<file path="src/rtl/mem_arb_pkg.sv">
// Shared definitions for the unified-memory port arbiter.
//   arb_state_e : arbiter FSM states (IDLE, BUSY, DONE)
//   owner_e     : which pipeline side currently owns the memory
//   MT_*        : access-size encodings carried on DType / MemType
package mem_arb_pkg;

  typedef enum logic [1:0] {
    ST_IDLE = 2'd0,
    ST_BUSY = 2'd1,
    ST_DONE = 2'd2
  } arb_state_e;

  typedef enum logic {
    OWN_I = 1'b0,
    OWN_D = 1'b1
  } owner_e;

  localparam logic [1:0] MT_WORD = 2'b11;
  localparam logic [1:0] MT_HALF = 2'b01;
  localparam logic [1:0] MT_BYTE = 2'b00;

endpackage

</file>
<file path="src/rtl/mem_arb_latency_counter.sv">
// Latency counter for one memory transaction.
//   clk, rst : clock and asynchronous active-high reset
//   load     : clear the count to zero (start of a transaction)
//   inc      : advance the count by one
//   tc       : terminal count, high while the count equals LATENCY-1
module mem_arb_latency_counter #(
  parameter int LATENCY = 2,
  localparam int CW = $clog2(LATENCY + 1)
) (
  input  logic clk,
  input  logic rst,
  input  logic load,
  input  logic inc,
  output logic tc
);

  logic [CW-1:0] cnt_q;
  logic [CW-1:0] cnt_d;

  always_comb begin
    cnt_d = cnt_q;
    if (load) begin
      cnt_d = '0;
    end else if (inc) begin
      cnt_d = cnt_q + 1'b1;
    end
  end

  always_ff @(posedge clk or posedge rst) begin
    if (rst) begin
      cnt_q <= '0;
    end else begin
      cnt_q <= cnt_d;
    end
  end

  assign tc = (cnt_q == CW'(LATENCY - 1));

endmodule

</file>
<file path="src/rtl/mem_port_arbiter.sv">
// Arbiter sharing one single-port unified memory between the fetch stage
// (instruction reads) and the memory stage (loads/stores).
//   Clk, Reset                        : clock, async active-high reset
//   IReq/IAddr -> IRdata/IReady       : fetch read handshake
//   DReq/DWe/DAddr/DWdata/DType
//               -> DRdata/DReady      : data load/store handshake
//   StallF, StallM                    : combinational stalls to hazard unit
//   MemEn/MemWe/MemAddr/MemWdata/MemType : registered memory command
//   MemRdata                          : memory read data (final BUSY cycle)
module mem_port_arbiter
  import mem_arb_pkg::*;
#(
  parameter int LATENCY     = 2,
  parameter bit TIE_D_FIRST = 1'b1
) (
  input  logic        Clk,
  input  logic        Reset,
  input  logic        IReq,
  input  logic [31:0] IAddr,
  output logic [31:0] IRdata,
  output logic        IReady,
  input  logic        DReq,
  input  logic        DWe,
  input  logic [31:0] DAddr,
  input  logic [31:0] DWdata,
  input  logic [1:0]  DType,
  output logic [31:0] DRdata,
  output logic        DReady,
  output logic        StallF,
  output logic        StallM,
  output logic        MemEn,
  output logic        MemWe,
  output logic [31:0] MemAddr,
  output logic [31:0] MemWdata,
  output logic [1:0]  MemType,
  input  logic [31:0] MemRdata
);

  arb_state_e  state_q, state_d;
  owner_e      owner_q, owner_d;
  logic        last_d_q, last_d_d;
  logic        i_drop_q, i_drop_d;
  logic        i_ready_q, i_ready_d;
  logic        d_ready_q, d_ready_d;
  logic [31:0] i_rdata_q, i_rdata_d;
  logic [31:0] d_rdata_q, d_rdata_d;
  logic        mem_en_q, mem_en_d;
  logic        mem_we_q, mem_we_d;
  logic [31:0] mem_addr_q, mem_addr_d;
  logic [31:0] mem_wdata_q, mem_wdata_d;
  logic [1:0]  mem_type_q, mem_type_d;

  logic grant_i;
  logic grant_d;
  logic cnt_load;
  logic cnt_inc;
  logic cnt_tc;

  mem_arb_latency_counter #(.LATENCY(LATENCY)) u_cnt (
    .clk  (Clk),
    .rst  (Reset),
    .load (cnt_load),
    .inc  (cnt_inc),
    .tc   (cnt_tc)
  );

  always_comb begin
    state_d     = state_q;
    owner_d     = owner_q;
    last_d_d    = last_d_q;
    i_drop_d    = i_drop_q;
    i_ready_d   = 1'b0;
    d_ready_d   = 1'b0;
    i_rdata_d   = i_rdata_q;
    d_rdata_d   = d_rdata_q;
    mem_en_d    = mem_en_q;
    mem_we_d    = mem_we_q;
    mem_addr_d  = mem_addr_q;
    mem_wdata_d = mem_wdata_q;
    mem_type_d  = mem_type_q;
    grant_i     = 1'b0;
    grant_d     = 1'b0;
    cnt_load    = 1'b0;
    cnt_inc     = 1'b0;

    case (state_q)
      ST_IDLE: begin
        // On a tie the side not served last wins.
        if (IReq && DReq) begin
          grant_d = ~last_d_q;
          grant_i = last_d_q;
        end else begin
          grant_i = IReq;
          grant_d = DReq;
        end
      end
      ST_BUSY: begin
        cnt_inc = 1'b1;
        // A fetch whose request drops is a flushed fetch: it still
        // completes on the memory side but must not report ready.
        if (owner_q == OWN_I && !IReq) begin
          i_drop_d = 1'b1;
        end
        if (cnt_tc) begin
          if (owner_q == OWN_I) begin
            i_rdata_d = MemRdata;
            i_ready_d = IReq & ~i_drop_q;
          end else begin
            if (!mem_we_q) begin
              d_rdata_d = MemRdata;
            end
            d_ready_d = 1'b1;
          end
          last_d_d    = (owner_q == OWN_D);
          mem_en_d    = 1'b0;
          mem_we_d    = 1'b0;
          mem_addr_d  = '0;
          mem_wdata_d = '0;
          mem_type_d  = '0;
          state_d     = ST_DONE;
        end
      end
      ST_DONE: begin
        // The owner's request is still high here but already consumed,
        // so only the other side may be granted straight away.
        if (owner_q == OWN_I) begin
          grant_d = DReq;
        end else begin
          grant_i = IReq;
        end
        state_d = ST_IDLE;
      end
      default: begin
        state_d = ST_IDLE;
      end
    endcase

    if (grant_d) begin
      owner_d     = OWN_D;
      mem_en_d    = 1'b1;
      mem_we_d    = DWe;
      mem_addr_d  = DAddr;
      mem_wdata_d = DWdata;
      mem_type_d  = DType;
      cnt_load    = 1'b1;
      state_d     = ST_BUSY;
    end else if (grant_i) begin
      owner_d     = OWN_I;
      i_drop_d    = 1'b0;
      mem_en_d    = 1'b1;
      mem_we_d    = 1'b0;
      mem_addr_d  = IAddr;
      mem_wdata_d = '0;
      mem_type_d  = MT_WORD;
      cnt_load    = 1'b1;
      state_d     = ST_BUSY;
    end
  end

  always_ff @(posedge Clk or posedge Reset) begin
    if (Reset) begin
      state_q     <= ST_IDLE;
      owner_q     <= OWN_I;
      last_d_q    <= !TIE_D_FIRST;
      i_drop_q    <= 1'b0;
      i_ready_q   <= 1'b0;
      d_ready_q   <= 1'b0;
      i_rdata_q   <= '0;
      d_rdata_q   <= '0;
      mem_en_q    <= 1'b0;
      mem_we_q    <= 1'b0;
      mem_addr_q  <= '0;
      mem_wdata_q <= '0;
      mem_type_q  <= '0;
    end else begin
      state_q     <= state_d;
      owner_q     <= owner_d;
      last_d_q    <= last_d_d;
      i_drop_q    <= i_drop_d;
      i_ready_q   <= i_ready_d;
      d_ready_q   <= d_ready_d;
      i_rdata_q   <= i_rdata_d;
      d_rdata_q   <= d_rdata_d;
      mem_en_q    <= mem_en_d;
      mem_we_q    <= mem_we_d;
      mem_addr_q  <= mem_addr_d;
      mem_wdata_q <= mem_wdata_d;
      mem_type_q  <= mem_type_d;
    end
  end

  assign IRdata   = i_rdata_q;
  assign IReady   = i_ready_q;
  assign DRdata   = d_rdata_q;
  assign DReady   = d_ready_q;
  assign MemEn    = mem_en_q;
  assign MemWe    = mem_we_q;
  assign MemAddr  = mem_addr_q;
  assign MemWdata = mem_wdata_q;
  assign MemType  = mem_type_q;
  assign StallF   = IReq & ~i_ready_q;
  assign StallM   = DReq & ~d_ready_q;

endmodule

</file>
<file path="config.mk">
export PLATFORM = sky130hd
export DESIGN_NAME = mem_port_arbiter
export DESIGN_NICKNAME = d
export VERILOG_FILES = /design/src/rtl/mem_arb_pkg.sv /design/src/rtl/mem_arb_latency_counter.sv /design/src/rtl/mem_port_arbiter.sv
export SDC_FILE = /design/constraint.sdc
export NUM_CORES = 1
export LEC_CHECK = 0
export ABC_CLOCK_PERIOD_IN_PS = 3900
export CAP_MARGIN = 25
export CORE_MARGIN = 2
export CORE_UTILIZATION = 37
export DETAILED_ROUTE_END_ITERATION = 8
export PLACE_DENSITY = 0.79
export SYNTH_ARGS = -nofsm -noshare
export SYNTH_HDL_FRONTEND = slang
export SYNTH_SLANG_ARGS = --single-unit
</file>
<file path="constraint.sdc">
create_clock -name Clk -period 3.9 [get_ports Clk]
set_clock_uncertainty 0.05 [all_clocks]
set_input_delay 0.39 -clock Clk [delete_from_list [all_inputs] [get_ports Clk]]
set_output_delay 0.39 -clock Clk [all_outputs]
set_load 0.05 [all_outputs]
</file>
==> impl_metrics.csv <==
group,metric,value,unit
run_status,status,"completed",
floorplanning,core_area,14640,um2
power_and_ir_drop,vdd_ir_drop_max,0.5537,mV
clock_network,clock_path_buffers,2,
critical_path,timing.rr.start,"state_q[1]",
worst_hold_path,hp-class,"flip-flop to flip-flop",
critical_path,worstSetupEndpointType,"flip-flop",
logic_synthesis,synth-seq-area-share,63.12,%
floorplanning,chipWidth,126.9,um
sta,maxSlewHeadroom,34.88,%
power_and_ir_drop,netSwitchingPower,4.453,mW
cells_and_area,multiInputGateArea,1917,um2
sta,postLayoutSetupSlackWorst,1358,ps
cells_and_area,final_cell_area,9081,um2
detailed_routing,wire_per_inst,16.49,um
logic_synthesis,mappedNetlistArea,5590,um2
cells_and_area,synth_to_final_area_change,62.44,%
logic_synthesis,synth.ff_latch_count,141,
sta,final_min_period_over_clock_period,65.17,%
detailed_routing,drtPass1Iterations,4,
detailed_routing,drt.antenna.violating_nets,0,
sta,rsz0062_at_grt,"no",
critical_path,logic_depth_of_the_worst_setup_path_including_buffers,5,
global_routing,first_global_vias,4572,
placed_design,placement.cell_area,8477,um2
logic_synthesis,mappedNetlistNets,575,
sta,setup_violations,0,
sta,report.final.hold_viol_count,0,
clock_network,clock_latency,410,ps
cells_and_area,final.fill_count,1098,
cells_and_area,nets,843,
critical_path,worst-endpoint-arrival,2730,ps
placed_design,port-buffer-count,270,
global_routing,grt_max_degree,142,
placed_design,dp_slack,1173,ps
global_routing,track_usage,18.83,%
logic_synthesis,synth_edf_count,0,
floorplanning,die_h,126.9,um
floorplanning,fp.dieArea,16110,um2
critical_path,reg2regPathDepth,5,
power_and_ir_drop,swShare,46.57,%
power_and_ir_drop,intPower,5.108,mW
clock_network,post-cts-setup-buffer-count,0,
logic_synthesis,synthesis.area_per_instance,12.73,um2
placed_design,place.detailed.hpwl,10.72,mm
detailed_routing,finalWirelength,14.89,mm
cells_and_area,antenna_cells,0,
sta,maxClockFrequency,393.4,MHz
detailed_routing,drt-initial-drc-count,182,
critical_path,worst_ep_required_time,4090,ps
power_and_ir_drop,clock_power_share,17.0,%
logic_synthesis,synthMostInstantiatedCell,"dfrtp_1",
clock_network,ctsRootBufferMaster,"clkbuf_16",
clock_network,clk_pin_slew_worst_paths,60,ps
sta,maxSlewViolCount,0,
clock_network,clock_tree_from_tritoncts,"yes",
clock_network,cts.sinks,141,
global_routing,gr_ovfl_total,0,
logic_synthesis,post_synth_num_cell_types,33,
job,maxCapViolations,0,
logic_synthesis,synth_top_area_share,63.12,%
clock_network,post_cts_hold_buffers,0,
logic_synthesis,synth.cells.most_frequent,"dfrtp_1 (141), nand2_1 (71), mux2_2 (62)",
clock_network,cts.repair.resized,0,
floorplanning,start_util,38.17,%
global_routing,initial_antenna_violation_count,0,
clock_network,clock_tree.htree_level_count,4,
logic_synthesis,synthesis.instances,439,
logic_synthesis,synth_warnings,0,
critical_path,library_cell_contributing_the_largest_single_delay_on_the_critical_path,"or2_1",
cells_and_area,share_of_layout_cells_above_drive_strength_1,15.02,%
floorplanning,design.portCount,271,
logic_synthesis,synthDominantAreaCellType,"dfrtp_1",
worst_hold_path,hold_path_depth,1,
floorplanning,num_rows,44,
sta,final_period_minus_worst_setup_slack,2542,ps
critical_path,timing.critical_path.fanout_max,33,
critical_path,critical_path.startpoint_type,"flip-flop",
sta,fin_setup_tns,0,ps
critical_path,crit_start,"state_q[1]",
worst_hold_path,min_from,"i_drop_q",
power_and_ir_drop,p_seq_share,26.9,%
critical_path,crit_chain,"nor2b_1 -> nand2_4 -> inv_1 -> or2_1 -> o21ai_0",
placed_design,routabilityCongestion,0.7213,
critical_path,critical_path.max_stage_delay,740,ps
power_and_ir_drop,p_leak,4.000,nW
logic_synthesis,postSynth.asyncResetShare,100.0,%
cells_and_area,seqCellArea,3528,um2
global_routing,grt_first_pass_wirelength,23.58,mm
critical_path,crit_type,"flip-flop to flip-flop",
critical_path,critical-path-top-delay-family,"simple AND/OR/NAND/NOR gates",
logic_synthesis,synth_flop_type,"dfrtp_1",
sta,tightestPinTransition,974.6,ps
critical_path,critical_path.n_buffers_inverters,1,
clock_network,cts_inserted_buffers,17,
detailed_routing,drc,0,
sta,timing.hold.ws,379.1,ps
power_and_ir_drop,powerDensity,1053,nW/um2
power_and_ir_drop,power.combinational.fraction,56.1,%
detailed_routing,post_drt_via_cell_ratio,4.874,
detailed_routing,vias,4401,
logic_synthesis,synth.area.top_cells,"dfrtp_1 (63%), mux2_2 (12%), a22o_1 (5.0%)",
[routing by layer]
metal  share of wire (%)  vias up  global-route usage (%)  routed length [um]
met3                 8.6       19                   6.537                1277
li1                    -     2063                       -                   -
met2                  48      190                   31.06                7109
met1                  42     2129                   23.06                6270
met4                 1.6        0                   6.723                 233
met5                   0        -                       0                   0
[cell type report]
type                    instances  share of cell area (%)
clock buffers                  23                   5.484
clock inverters                 8                   1.171
inverters                       6                  0.2893
multi-input cells             264                   21.11
flip-flops and latches        141                   38.85
well taps                     184                   2.535
repair buffers                277                   30.56
[registers in the layout, indices dropped and copies added, names as in the netlist]
name	cells
MemAddr	32
state_q	2
MemEn	1
IRdata	32
u_cnt.cnt_q	2
DRdata	32
last_d_q	1
owner_q	1
MemType	2
MemWdata	32
DReady	1
MemWe	1
i_drop_q	1
IReady	1
[per-stage QoR]
| step | power (mW) | util, % | cells |
|---|---|---|---|
| after floorplan | 6.116 | - | 439 |
| after global placement | 7.858 | 57.78 | 871 |
| after detailed placement | 7.999 | 57.89 | 872 |
| after CTS | 9.652 | 62.01 | 903 |
| after global routing | 10.01 | 62.01 | 903 |
| final | 9.562 | 62.01 | 903 |
[power by group through the flow]
| stage | clock network, mW | registers (mW) | logic [mW] |
|---|---|---|---|
| floorplan | 0 | 4.86 | 1.26 |
| CTS | 1.66 | 2.58 | 5.41 |
| global placement | 0 | 2.56 | 5.30 |
| finish | 1.62 | 2.57 | 5.36 |
| global route | 1.72 | 2.66 | 5.63 |
| detailed placement | 0 | 2.60 | 5.40 |
[logic make-up (layout without fill, tap and decap cells)]
| group | Yosys count | count (layout) | share of synthesized area, % |
|---|---|---|---|
| compound gates | 106 | 106 | 13.56 |
| xor+xnor | 1 | 1 | 0.1567 |
| fa+ha+maj | 1 | 1 | 0.2238 |
| buf+inv | 34 | 314 | 2.932 |
| flops | 141 | 141 | 63.12 |
| mux | 64 | 64 | 12.89 |
| simple gates | 92 | 92 | 7.118 |
[worst paths after layout]
path | to | slack (ps)
setup / recovery | MemWdata[1] | 1360
hold / removal | IReady | 380
setup reg to reg | MemWdata[1] | 1360
hold reg to reg | IReady | 380
max in group asynchronous | MemAddr[28] | 2760
min in group asynchronous | IRdata[30] | 530
[worst register-to-register path, cell delays in order, from the launching register on]
cell and delay, ps:
dfrtp_1 460, nor2b_1 470, nand2_4 200, inv_1 190, or2_1 740, o21ai_0 270
[layout by cell type, fill, tap and decap left out, types with 2 or more instances in the layout]
cell             netlist  final
clkdlybuf4s50_1        0    270
dfrtp_1              141    141
nand2_1               71     71
mux2_2                62     62
o21ai_0               34     34
a22o_1                32     32
a21o_1                32     32
clkbuf_16              0     17
nor2_1                 7      7
clkinvlp_4             0      6
clkbuf_8               0      5
buf_4                  6      5
inv_1                  5      4
nor2b_1                3      3
o21ai_1                3      3
a21oi_1                2      2
nor3_4                 0      2
mux2_1                 2      2
bufinv_16              0      2
Power figures use the tool's default switching activity.
